[src/rtl/muldiv_hilo_sched_if.sv]
// Execute-stage op handshake, HI/LO debug view and the shared mult/div unit bundle.
// The slave modport is the scheduler's view; master is the execute stage and the units.
interface muldiv_hilo_sched_if #(
  parameter int unsigned WIDTH = 32
);
  logic             op_valid;
  logic [2:0]       op_code;
  logic [WIDTH-1:0] op_a;
  logic [WIDTH-1:0] op_b;
  logic             op_ready;
  logic             flush;
  logic [WIDTH-1:0] mf_data;

  logic             mul_validIn;
  logic             mul_sign;
  logic             mul_validOut;
  logic [WIDTH-1:0] mul_hi;
  logic [WIDTH-1:0] mul_lo;

  logic             div_validIn;
  logic             div_sign;
  logic             div_validOut;
  logic [WIDTH-1:0] div_hi;
  logic [WIDTH-1:0] div_lo;

  logic [WIDTH-1:0] unit_a;
  logic [WIDTH-1:0] unit_b;
  logic [WIDTH-1:0] hi;
  logic [WIDTH-1:0] lo;
  logic             div_zero;
  logic             timeout_err;

  modport slave (
    input  op_valid, op_code, op_a, op_b, flush,
    input  mul_validOut, mul_hi, mul_lo, div_validOut, div_hi, div_lo,
    output op_ready, mf_data, mul_validIn, mul_sign, div_validIn, div_sign,
    output unit_a, unit_b, hi, lo, div_zero, timeout_err
  );

  modport master (
    output op_valid, op_code, op_a, op_b, flush,
    output mul_validOut, mul_hi, mul_lo, div_validOut, div_hi, div_lo,
    input  op_ready, mf_data, mul_validIn, mul_sign, div_validIn, div_sign,
    input  unit_a, unit_b, hi, lo, div_zero, timeout_err
  );
endinterface

[src/rtl/muldiv_hilo_sched.sv]
// HI/LO owner and one-at-a-time sequencer for the shared multiplier and divider.
// Interlocks HI/LO access against the in-flight op and drains squashed ops safely.
module muldiv_hilo_sched #(
  parameter int unsigned WIDTH   = 32,
  parameter int unsigned TIMEOUT = 64
) (
  input logic                clk,
  input logic                reset,
  muldiv_hilo_sched_if.slave bus
);

  localparam int unsigned CntW = (TIMEOUT > 2) ? $clog2(TIMEOUT) : 1;

  localparam logic [2:0] OpMult  = 3'd0;
  localparam logic [2:0] OpMultu = 3'd1;
  localparam logic [2:0] OpDiv   = 3'd2;
  localparam logic [2:0] OpDivu  = 3'd3;
  localparam logic [2:0] OpMthi  = 3'd4;
  localparam logic [2:0] OpMtlo  = 3'd5;
  localparam logic [2:0] OpMflo  = 3'd7;

  typedef enum logic [1:0] {StIdle, StMulBusy, StDivBusy, StDrain} state_e;

  state_e            state_q, state_d;
  logic [CntW-1:0]   cnt_q, cnt_d;
  logic [WIDTH-1:0]  hi_q, hi_d, lo_q, lo_d;
  logic [WIDTH-1:0]  unit_a_q, unit_a_d, unit_b_q, unit_b_d;
  logic              mul_sign_q, mul_sign_d, div_sign_q, div_sign_d;
  logic              owner_div_q, owner_div_d;
  logic              mul_start_q, mul_start_d, div_start_q, div_start_d;
  logic              div_zero_q, div_zero_d, timeout_q, timeout_d;

  logic              op_ready;
  logic              accept;
  logic              owner_done;
  logic              cnt_expired;
  logic [WIDTH-1:0]  owner_hi, owner_lo;

  assign op_ready    = (state_q == StIdle) & ~bus.flush;
  assign accept      = bus.op_valid & op_ready;
  assign owner_done  = owner_div_q ? bus.div_validOut : bus.mul_validOut;
  assign owner_hi    = owner_div_q ? bus.div_hi : bus.mul_hi;
  assign owner_lo    = owner_div_q ? bus.div_lo : bus.mul_lo;
  assign cnt_expired = (cnt_q == CntW'(TIMEOUT - 1));

  always_comb begin
    state_d     = state_q;
    cnt_d       = cnt_q;
    hi_d        = hi_q;
    lo_d        = lo_q;
    unit_a_d    = unit_a_q;
    unit_b_d    = unit_b_q;
    mul_sign_d  = mul_sign_q;
    div_sign_d  = div_sign_q;
    owner_div_d = owner_div_q;
    mul_start_d = 1'b0;
    div_start_d = 1'b0;
    div_zero_d  = 1'b0;
    timeout_d   = 1'b0;

    unique case (state_q)
      StIdle: begin
        cnt_d = '0;
        if (accept) begin
          unique case (bus.op_code)
            OpMult, OpMultu: begin
              unit_a_d    = bus.op_a;
              unit_b_d    = bus.op_b;
              mul_sign_d  = (bus.op_code == OpMult);
              owner_div_d = 1'b0;
              mul_start_d = 1'b1;
              state_d     = StMulBusy;
            end
            OpDiv, OpDivu: begin
              if (bus.op_b == '0) begin
                div_zero_d = 1'b1;
              end else begin
                unit_a_d    = bus.op_a;
                unit_b_d    = bus.op_b;
                div_sign_d  = (bus.op_code == OpDiv);
                owner_div_d = 1'b1;
                div_start_d = 1'b1;
                state_d     = StDivBusy;
              end
            end
            OpMthi:  hi_d = bus.op_a;
            OpMtlo:  lo_d = bus.op_a;
            default: ;
          endcase
        end
      end
      StMulBusy, StDivBusy: begin
        cnt_d = cnt_q + CntW'(1);
        if (owner_done) begin
          // A flush in the completion cycle squashes the result.
          if (!bus.flush) begin
            hi_d = owner_hi;
            lo_d = owner_lo;
          end
          state_d = StIdle;
          cnt_d   = '0;
        end else if (bus.flush) begin
          state_d = StDrain;
          cnt_d   = '0;
        end else if (cnt_expired) begin
          timeout_d = 1'b1;
          state_d   = StIdle;
          cnt_d     = '0;
        end
      end
      StDrain: begin
        // Wait out the squashed op so its result cannot land on a later one.
        cnt_d = cnt_q + CntW'(1);
        if (owner_done) begin
          state_d = StIdle;
          cnt_d   = '0;
        end else if (cnt_expired) begin
          timeout_d = 1'b1;
          state_d   = StIdle;
          cnt_d     = '0;
        end
      end
      default: begin
        state_d = StIdle;
        cnt_d   = '0;
      end
    endcase
  end

  always_ff @(posedge clk or posedge reset) begin
    if (reset) begin
      state_q     <= StIdle;
      cnt_q       <= '0;
      hi_q        <= '0;
      lo_q        <= '0;
      unit_a_q    <= '0;
      unit_b_q    <= '0;
      mul_sign_q  <= 1'b0;
      div_sign_q  <= 1'b0;
      owner_div_q <= 1'b0;
      mul_start_q <= 1'b0;
      div_start_q <= 1'b0;
      div_zero_q  <= 1'b0;
      timeout_q   <= 1'b0;
    end else begin
      state_q     <= state_d;
      cnt_q       <= cnt_d;
      hi_q        <= hi_d;
      lo_q        <= lo_d;
      unit_a_q    <= unit_a_d;
      unit_b_q    <= unit_b_d;
      mul_sign_q  <= mul_sign_d;
      div_sign_q  <= div_sign_d;
      owner_div_q <= owner_div_d;
      mul_start_q <= mul_start_d;
      div_start_q <= div_start_d;
      div_zero_q  <= div_zero_d;
      timeout_q   <= timeout_d;
    end
  end

  assign bus.op_ready    = op_ready;
  assign bus.mf_data     = (bus.op_code == OpMflo) ? lo_q : hi_q;
  assign bus.mul_validIn = mul_start_q;
  assign bus.mul_sign    = mul_sign_q;
  assign bus.div_validIn = div_start_q;
  assign bus.div_sign    = div_sign_q;
  assign bus.unit_a      = unit_a_q;
  assign bus.unit_b      = unit_b_q;
  assign bus.hi          = hi_q;
  assign bus.lo          = lo_q;
  assign bus.div_zero    = div_zero_q;
  assign bus.timeout_err = timeout_q;

endmodule

[src/flat_wrapper.sv]
// flat-port wrapper written by rule: the top's interface ports become plain ports
module muldiv_hilo_sched_flat 
#(
  parameter int unsigned WIDTH   = 32,
  parameter int unsigned TIMEOUT = 64
)
  (clk, reset, bus_op_valid, bus_op_code, bus_op_a, bus_op_b, bus_flush, bus_mul_validOut, bus_mul_hi, bus_mul_lo, bus_div_validOut, bus_div_hi, bus_div_lo, bus_op_ready, bus_mf_data, bus_mul_validIn, bus_mul_sign, bus_div_validIn, bus_div_sign, bus_unit_a, bus_unit_b, bus_hi, bus_lo, bus_div_zero, bus_timeout_err);
  muldiv_hilo_sched_if #(.WIDTH(WIDTH)) bus_i ();
  input logic clk;
  input logic reset;
  input wire logic [$bits(bus_i.op_valid)-1:0] bus_op_valid;
  input wire logic [$bits(bus_i.op_code)-1:0] bus_op_code;
  input wire logic [$bits(bus_i.op_a)-1:0] bus_op_a;
  input wire logic [$bits(bus_i.op_b)-1:0] bus_op_b;
  input wire logic [$bits(bus_i.flush)-1:0] bus_flush;
  input wire logic [$bits(bus_i.mul_validOut)-1:0] bus_mul_validOut;
  input wire logic [$bits(bus_i.mul_hi)-1:0] bus_mul_hi;
  input wire logic [$bits(bus_i.mul_lo)-1:0] bus_mul_lo;
  input wire logic [$bits(bus_i.div_validOut)-1:0] bus_div_validOut;
  input wire logic [$bits(bus_i.div_hi)-1:0] bus_div_hi;
  input wire logic [$bits(bus_i.div_lo)-1:0] bus_div_lo;
  output wire logic [$bits(bus_i.op_ready)-1:0] bus_op_ready;
  output wire logic [$bits(bus_i.mf_data)-1:0] bus_mf_data;
  output wire logic [$bits(bus_i.mul_validIn)-1:0] bus_mul_validIn;
  output wire logic [$bits(bus_i.mul_sign)-1:0] bus_mul_sign;
  output wire logic [$bits(bus_i.div_validIn)-1:0] bus_div_validIn;
  output wire logic [$bits(bus_i.div_sign)-1:0] bus_div_sign;
  output wire logic [$bits(bus_i.unit_a)-1:0] bus_unit_a;
  output wire logic [$bits(bus_i.unit_b)-1:0] bus_unit_b;
  output wire logic [$bits(bus_i.hi)-1:0] bus_hi;
  output wire logic [$bits(bus_i.lo)-1:0] bus_lo;
  output wire logic [$bits(bus_i.div_zero)-1:0] bus_div_zero;
  output wire logic [$bits(bus_i.timeout_err)-1:0] bus_timeout_err;
  assign bus_i.op_valid = bus_op_valid;
  assign bus_i.op_code = bus_op_code;
  assign bus_i.op_a = bus_op_a;
  assign bus_i.op_b = bus_op_b;
  assign bus_i.flush = bus_flush;
  assign bus_i.mul_validOut = bus_mul_validOut;
  assign bus_i.mul_hi = bus_mul_hi;
  assign bus_i.mul_lo = bus_mul_lo;
  assign bus_i.div_validOut = bus_div_validOut;
  assign bus_i.div_hi = bus_div_hi;
  assign bus_i.div_lo = bus_div_lo;
  assign bus_op_ready = bus_i.op_ready;
  assign bus_mf_data = bus_i.mf_data;
  assign bus_mul_validIn = bus_i.mul_validIn;
  assign bus_mul_sign = bus_i.mul_sign;
  assign bus_div_validIn = bus_i.div_validIn;
  assign bus_div_sign = bus_i.div_sign;
  assign bus_unit_a = bus_i.unit_a;
  assign bus_unit_b = bus_i.unit_b;
  assign bus_hi = bus_i.hi;
  assign bus_lo = bus_i.lo;
  assign bus_div_zero = bus_i.div_zero;
  assign bus_timeout_err = bus_i.timeout_err;
  muldiv_hilo_sched #(.WIDTH(WIDTH), .TIMEOUT(TIMEOUT)) u_core (.clk(clk), .reset(reset), .bus(bus_i));
endmodule
[config.mk]
export PLATFORM = sky130hd
export DESIGN_NAME = muldiv_hilo_sched_flat
export DESIGN_NICKNAME = d
export VERILOG_FILES = /design/src/rtl/muldiv_hilo_sched_if.sv /design/src/rtl/muldiv_hilo_sched.sv /design/src/flat_wrapper.sv
export SDC_FILE = /design/constraint.sdc
export NUM_CORES = 1
export LEC_CHECK = 0
export CAP_MARGIN = 20
export CORE_AREA = 2 2 144 146
export CTS_CLUSTER_DIAMETER = 200
export DETAILED_ROUTE_END_ITERATION = 10
export DIE_AREA = 0 0 146 148
export PLACE_DENSITY_LB_ADDON = 0.12
export SLEW_MARGIN = 10
export SYNTH_ARGS = -nofsm -noshare
export SYNTH_HDL_FRONTEND = slang
export SYNTH_SLANG_ARGS = --single-unit
[constraint.sdc]
create_clock -name clk -period 10.55 [get_ports clk]
set_clock_uncertainty 0.15 [all_clocks]
set_input_delay 2.6375 -clock clk [delete_from_list [all_inputs] [get_ports clk]]
set_output_delay 2.6375 -clock clk [all_outputs]
set_load 0.05 [all_outputs]
# After elaboration in Yosys (flattened, before gate mapping)
# Index checks and enable logic that the tools add are counted.
[op_classes] n_addsub=1 eq_ne=18 n_mux=49 bitwise=4 reduce_logical=14
[op_table] cell="$mux W32" n=13
[op_table] cell="$pmux W32 S2" n=4
[op_table] cell="$logic_not A32 Y1" n=1
[op_table] cell="$mux W6" n=4
[op_table] cell="$pmux W6 S3" n=1
[op_table] cell="$mux W1" n=17
[op_table] cell="$mux W2" n=6
[op_table] cell="$reduce_and A5 Y1" n=2
[op_table] cell="$eq A3 B3 Y1 const B" n=3
[op_table] cell="$ne A2 B2 Y1 const B" n=4
[op_table] cell="$reduce_and A4 Y1" n=2
[op_table] cell="$add A6 B1 Y6 const B" n=1
[op_table] cell="$eq A3 B2 Y1 const B" n=2
[op_table] cell="$eq A6 B6 Y1 const B" n=1
[op_table] cell="$ne A3 B3 Y1 const B" n=2
[op_table] cell="$pmux W2 S3" n=1
[op_table] cell="$reduce_and A3 Y1" n=2
[op_table] cell="$reduce_or A2 Y1" n=3
[op_table] cell="$eq A2 B2 Y1 const B" n=2
[op_table] cell="$ne A2 B1 Y1 const B" n=2
[op_table] cell="$pmux W1 S2" n=2
[op_table] cell="$pmux W2 S2" n=1
[op_table] cell="$reduce_bool A2 Y1" n=2
[op_table] cell="$eq A3 B1 Y1 const B" n=1
[op_table] cell="5 further kinds" n=7
[word_totals] reg_bits=143 input_bits=201 output_inout_bits=167

# Longest topological paths before layout
[depth] depth_word=5 depth_mapped=9 mapped_depth_nobuf=7

# Worst setup path before layout
# No wires, ideal clock.
[synth_timing] path_type="input -> output" start="in bus_op_code[0]" end="out bus_mf_data[11]" arrival_time_ns=3.633 t_required_ns=7.763 path_slack_ns=4.130 stages=3 n_path_buf=1 path_cell_list="nand3_1 -> clkbuf_1 -> mux2_2"
[synth_via] elab_chain_len=2
[synth_rtl] item="start: declaration" line="flat_wrapper.sv:12" text="input wire logic [$bits(bus_i.op_code)-1:0] bus_op_code;"
[synth_rtl] item="$eq A3 B3 Y1" line="muldiv_hilo_sched.sv:163" text="assign bus.mf_data = (bus.op_code == OpMflo) ? lo_q : hi_q;"
[synth_rtl] item="$mux W32" line="muldiv_hilo_sched.sv:163"
[synth_rtl] item="end: declaration" line="flat_wrapper.sv:23" text="output wire logic [$bits(bus_i.mf_data)-1:0] bus_mf_data;"
# Every way passes these cells.

# Worst setup path after layout
[layout_timing] start="in bus_op_code[0]" end="out bus_mf_data[7]"
# The elaborated chain is that of the path after synthesis.

==> results by stage <==
Place:
- The count of buffers added on input and output ports is 367.
- The post-placement cell count is 1,279.
- The worst slack at placement is 2.37 ns.
- Summed over all nets, the half-perimeter wirelength after detailed placement is 17,800 um.
- The routability-driven placement congestion ratio is 0.823.
- In this run the cell area measured after placement is 0.0110 mm^2.

Setup path:
- The family with the most delay on the worst path is buffers and inverters.
- Traced cell by cell, the critical path runs through clkdlybuf4s50_1, nand3_2, buf_12, mux2_2, clkdlybuf4s50_1.
- The data required time at the worst endpoint is 7.76 ns.
- The worst setup path is launched from a primary input.
- The highest cell delay on the worst timing path is 0.80 ns.
- The slowest stage of the critical path belongs to the cell clkdlybuf4s50_1.
- Counting both buffers and inverters, the worst setup path holds a total of 3.
- Counting stages on the worst path, the most repeated cell is clkdlybuf4s50_1.
- STA classifies the critical path endpoint as an output port.
- For flop-to-flop paths, the worst setup slack is 7.92 ns.
- The classification of the worst setup path is primary input to output port.
- In this run the worst path has a maximum fanout of 23.
- Data arrives at the worst endpoint at 4.95 ns.

Global route:
- The global-route total usage across every layer is 22.0%.
- The final global-route overflow total is 0.
- The via count of the first global-routing pass is 6,379.
- The wire length of the first global-routing pass is 36,700 um.
- The largest net degree at the start of global routing is 85.
- The number of antenna violations at the first check in global routing is 0.

Clock network:
- The count of hold-fix buffers inserted at cts is 0.
- Buffers added to address setup during post-CTS repair amount to 0.
- The clock tree from TritonCTS is built.
- The post-cts repair resize count is 0.
- The tree built by TritonCTS fans out to 143 sinks.
- In this run the deepest clock path goes through 2 buffers.
- The clock-pin slew of the registers on the worst-case setup and hold paths is 0.06 ns.
- The number of buffers created by CTS is 17.
- The later-pin clock latency in the skew report is 0.42 ns.
- In this run the number of H-tree levels came out at 4.
- The buffer cell driving the clock tree root is clkbuf_16.

Cells and area:
- The number of antenna diodes in the final layout is 0.
- Summing all non-filler instances in the final layout gives an area of 0.0116 mm^2.
- In the final layout, flip-flops and latches occupy 0.00358 mm^2.
- In the final layout, the multi-input gates occupy 0.00332 mm^2.
- The net count of the finished layout is 1,234.
- The count of cells in the finished layout, fillers not included, comes to 1,312.
- The area added between synthesis and finish is 63.4%.
- The filler cell count in the final layout is 1,869.
- The share of final-layout standard cells stronger than drive strength 1 is 12.1%.

Power and ir drop:
- The worst-case vdd ir drop is 0.000207 V.
- In this run the static leakage power is 4.92 nW.
- The power density normalized to cell area is 368 mW/mm^2.

Synthesis:
- The mapped cell area is 0.00712 mm^2.
- After synthesis, the most frequently instantiated cells are dfrtp_1, nand2_1, o21ai_0, mux2_2, mux2i_1.
- The number of synthesis warnings is 0.
- The average cell area after synthesis is 10.5 um^2.
- The number of register bits inferred by synthesis is 143.
- Counting flops with an async set or reset pin after synthesis yields a share of 100%.
- The most common cell in the netlist is dfrtp_1.
- The sequential-to-total area share from yosys stat is 50.2%.
- Of all cell types, the one taking the most synthesized area is dfrtp_1.
- The number of nets handed over by synthesis was 886.
- The number of flops mapped to enable cells by yosys is 0.
- Synthesis handed over a netlist of 681 instances.
- Yosys mapped the design onto 35 distinct sky130hd cell types.
- The area share of the leading cell type in the synthesized netlist is 50.2%.
- In the synthesized netlist the dominant register cell turns out to be dfrtp_1.
- Sorting the synthesized cells by area gives the leading types as dfrtp_1, mux2_2, o21ai_0.

Detailed routing:
- Across all layers, the routed design uses 6,364 vias.
- The final antenna-violating net count is 0.
- The number of detailed-routing iterations run before antenna repair is 4.
- In the final routed layout, each cell accounts on average for 18.3 um.
- In the routed layout, each cell is associated on average with a via count of 4.85.
- For this block, the initial DRC count from the detailed router was 240.
- In the routed design, unresolved DRC markers number 0.
- Wires add up to 24,000 um.

Floorplan:
- The floorplan die width is 146 um.
- The count of boundary I/O pins is 368.
- The die area is 0.0216 mm^2.
- The number of placement rows is 52.
- The core region is 0.0200 mm^2.
- The effective utilization at floorplan is 35.5%.
- Measured along the y axis, the die boundary spans 148 um.

Hold path:
- The classification of the worst-slack hold path is flip-flop to flip-flop.

STA:
- At the pin with the least slew margin, the transition time is 0.980 ns.
- The final period utilization is 73.3%.
- Setup total negative slack on the finished layout was measured at 0 ns.
- Measured against its own limit, the worst slew margin works out to 34.7%.
- The count of final setup violators is 0.
- The final number of hold-violating endpoints is 0.
- The shortest clock period the worst path allows after layout is 7.74 ns.
- The worst path setup slack after routing is 2.81 ns.
- Setup repair after global routing left no endpoint under its margin.
- The final max-slew violation count is 0.
- For this run, the top clock speed supported by timing is 129 MHz.

Run:
- Max-cap violations in this run came to 0.

Outcome:
- The flow ran to the end, and the final reports show no timing, DRC or antenna violations.
## stage by stage
stage | power, W | hold WS, ns | util (%)
after global placement | 0.00365 | 0.305 | 54.9
after CTS | 0.00432 | 0.317 | 58.0
after floorplan | 0.00275 | 0.283 | -
after global routing | 0.00451 | 0.340 | 58.1
final | 0.00428 | 0.312 | 58.1
after detailed placement | 0.00367 | 0.311 | 54.9
## flip-flops by register name, indices dropped and copies added, names as in the netlist
name / count
u_core.bus.div_sign: 1
u_core.bus.mul_sign: 1
u_core.cnt_q: 6
u_core.state_q: 2
u_core.bus.timeout_err: 1
u_core.bus.unit_b: 32
u_core.bus.lo: 32
u_core.bus.unit_a: 32
u_core.bus.mul_validIn: 1
u_core.owner_div_q: 1
u_core.bus.div_validIn: 1
u_core.bus.div_zero: 1
u_core.bus.hi: 32
## area by class of cell
cell class,instances,share of cell area [%]
Clock inverter,14,1.56
Multi-Input combinational cell,485,28.5
Timing Repair Buffer,375,32.2
Sequential cell,143,30.8
Inverter,7,0.269
Clock buffer,18,3.77
Tap cell,270,2.90
## cells in the final DEF, fill, tap and decap left out, drive strengths merged, types with 2 or more instances in the layout
| cell type | n |
|---|---|
| bufinv | 3 |
| xnor2 | 2 |
| nand2b | 3 |
| mux2i | 66 |
| buf | 8 |
| clkinvlp | 4 |
| nand3 | 4 |
| dfrtp | 143 |
| nor2b | 2 |
| mux2 | 98 |
| clkinv | 3 |
| clkdlybuf4s50 | 367 |
| ha | 4 |
| nand4 | 2 |
| inv | 11 |
| clkbuf | 18 |
| o21ai | 133 |
| nand2 | 134 |
| nor4 | 8 |
| nor2 | 13 |
| and3 | 2 |
| xor2 | 2 |
## routing by layer
| layer | part of all wire (%) | vias to the layer above | GRT usage (%) | routed length [um] |
|---|---|---|---|---|
| met5 | 0 | - | 0 | 0 |
| met4 | 1.5 | 0 | 6.12 | 354 |
| met3 | 7.1 | 23 | 6.67 | 1700 |
| met2 | 49 | 262 | 37.3 | 11900 |
| met1 | 42 | 2992 | 27.3 | 10100 |
| li1 | - | 3087 | - | - |
## report_power, final
group | internal [W] | switching (W) | leakage [nW] | total (W)
Clock | 0.000382 | 0.000249 | 0.290 | 0.000632
Sequential | 0.000804 | 0.000216 | 1.77 | 0.00102
Combinational | 0.000929 | 0.00170 | 2.86 | 0.00263
Total | 0.00212 | 0.00216 | 4.92 | 0.00428
## worst paths after layout
path / end / start / depth (start not counted)
worst max-delay path: bus_mf_data[7] / bus_op_code[0] / 5
worst min-delay path: u_core.cnt_q[0] / u_core.cnt_q[0] / 1
worst max register to register: u_core.state_q[1] / u_core.state_q[1] / 8
worst min register to register: u_core.cnt_q[0] / u_core.cnt_q[0] / 1
max in group asynchronous: u_core.bus.lo[25] / reset / 3
min in group asynchronous: u_core.bus.unit_a[28] / reset / 2
## kinds of logic (layout without fill, tap and decap cells)
family,Yosys count,in the layout,synth area share (%)
simple gates,171,171,9.80
fa+ha+maj,4,4,0.703
xor+xnor,4,4,0.492
compound gates,142,142,10.5
mux,164,164,24.8
flops,143,143,50.2
buf+inv,53,414,3.48
Note: power is estimated with default switching activity, not from simulation.
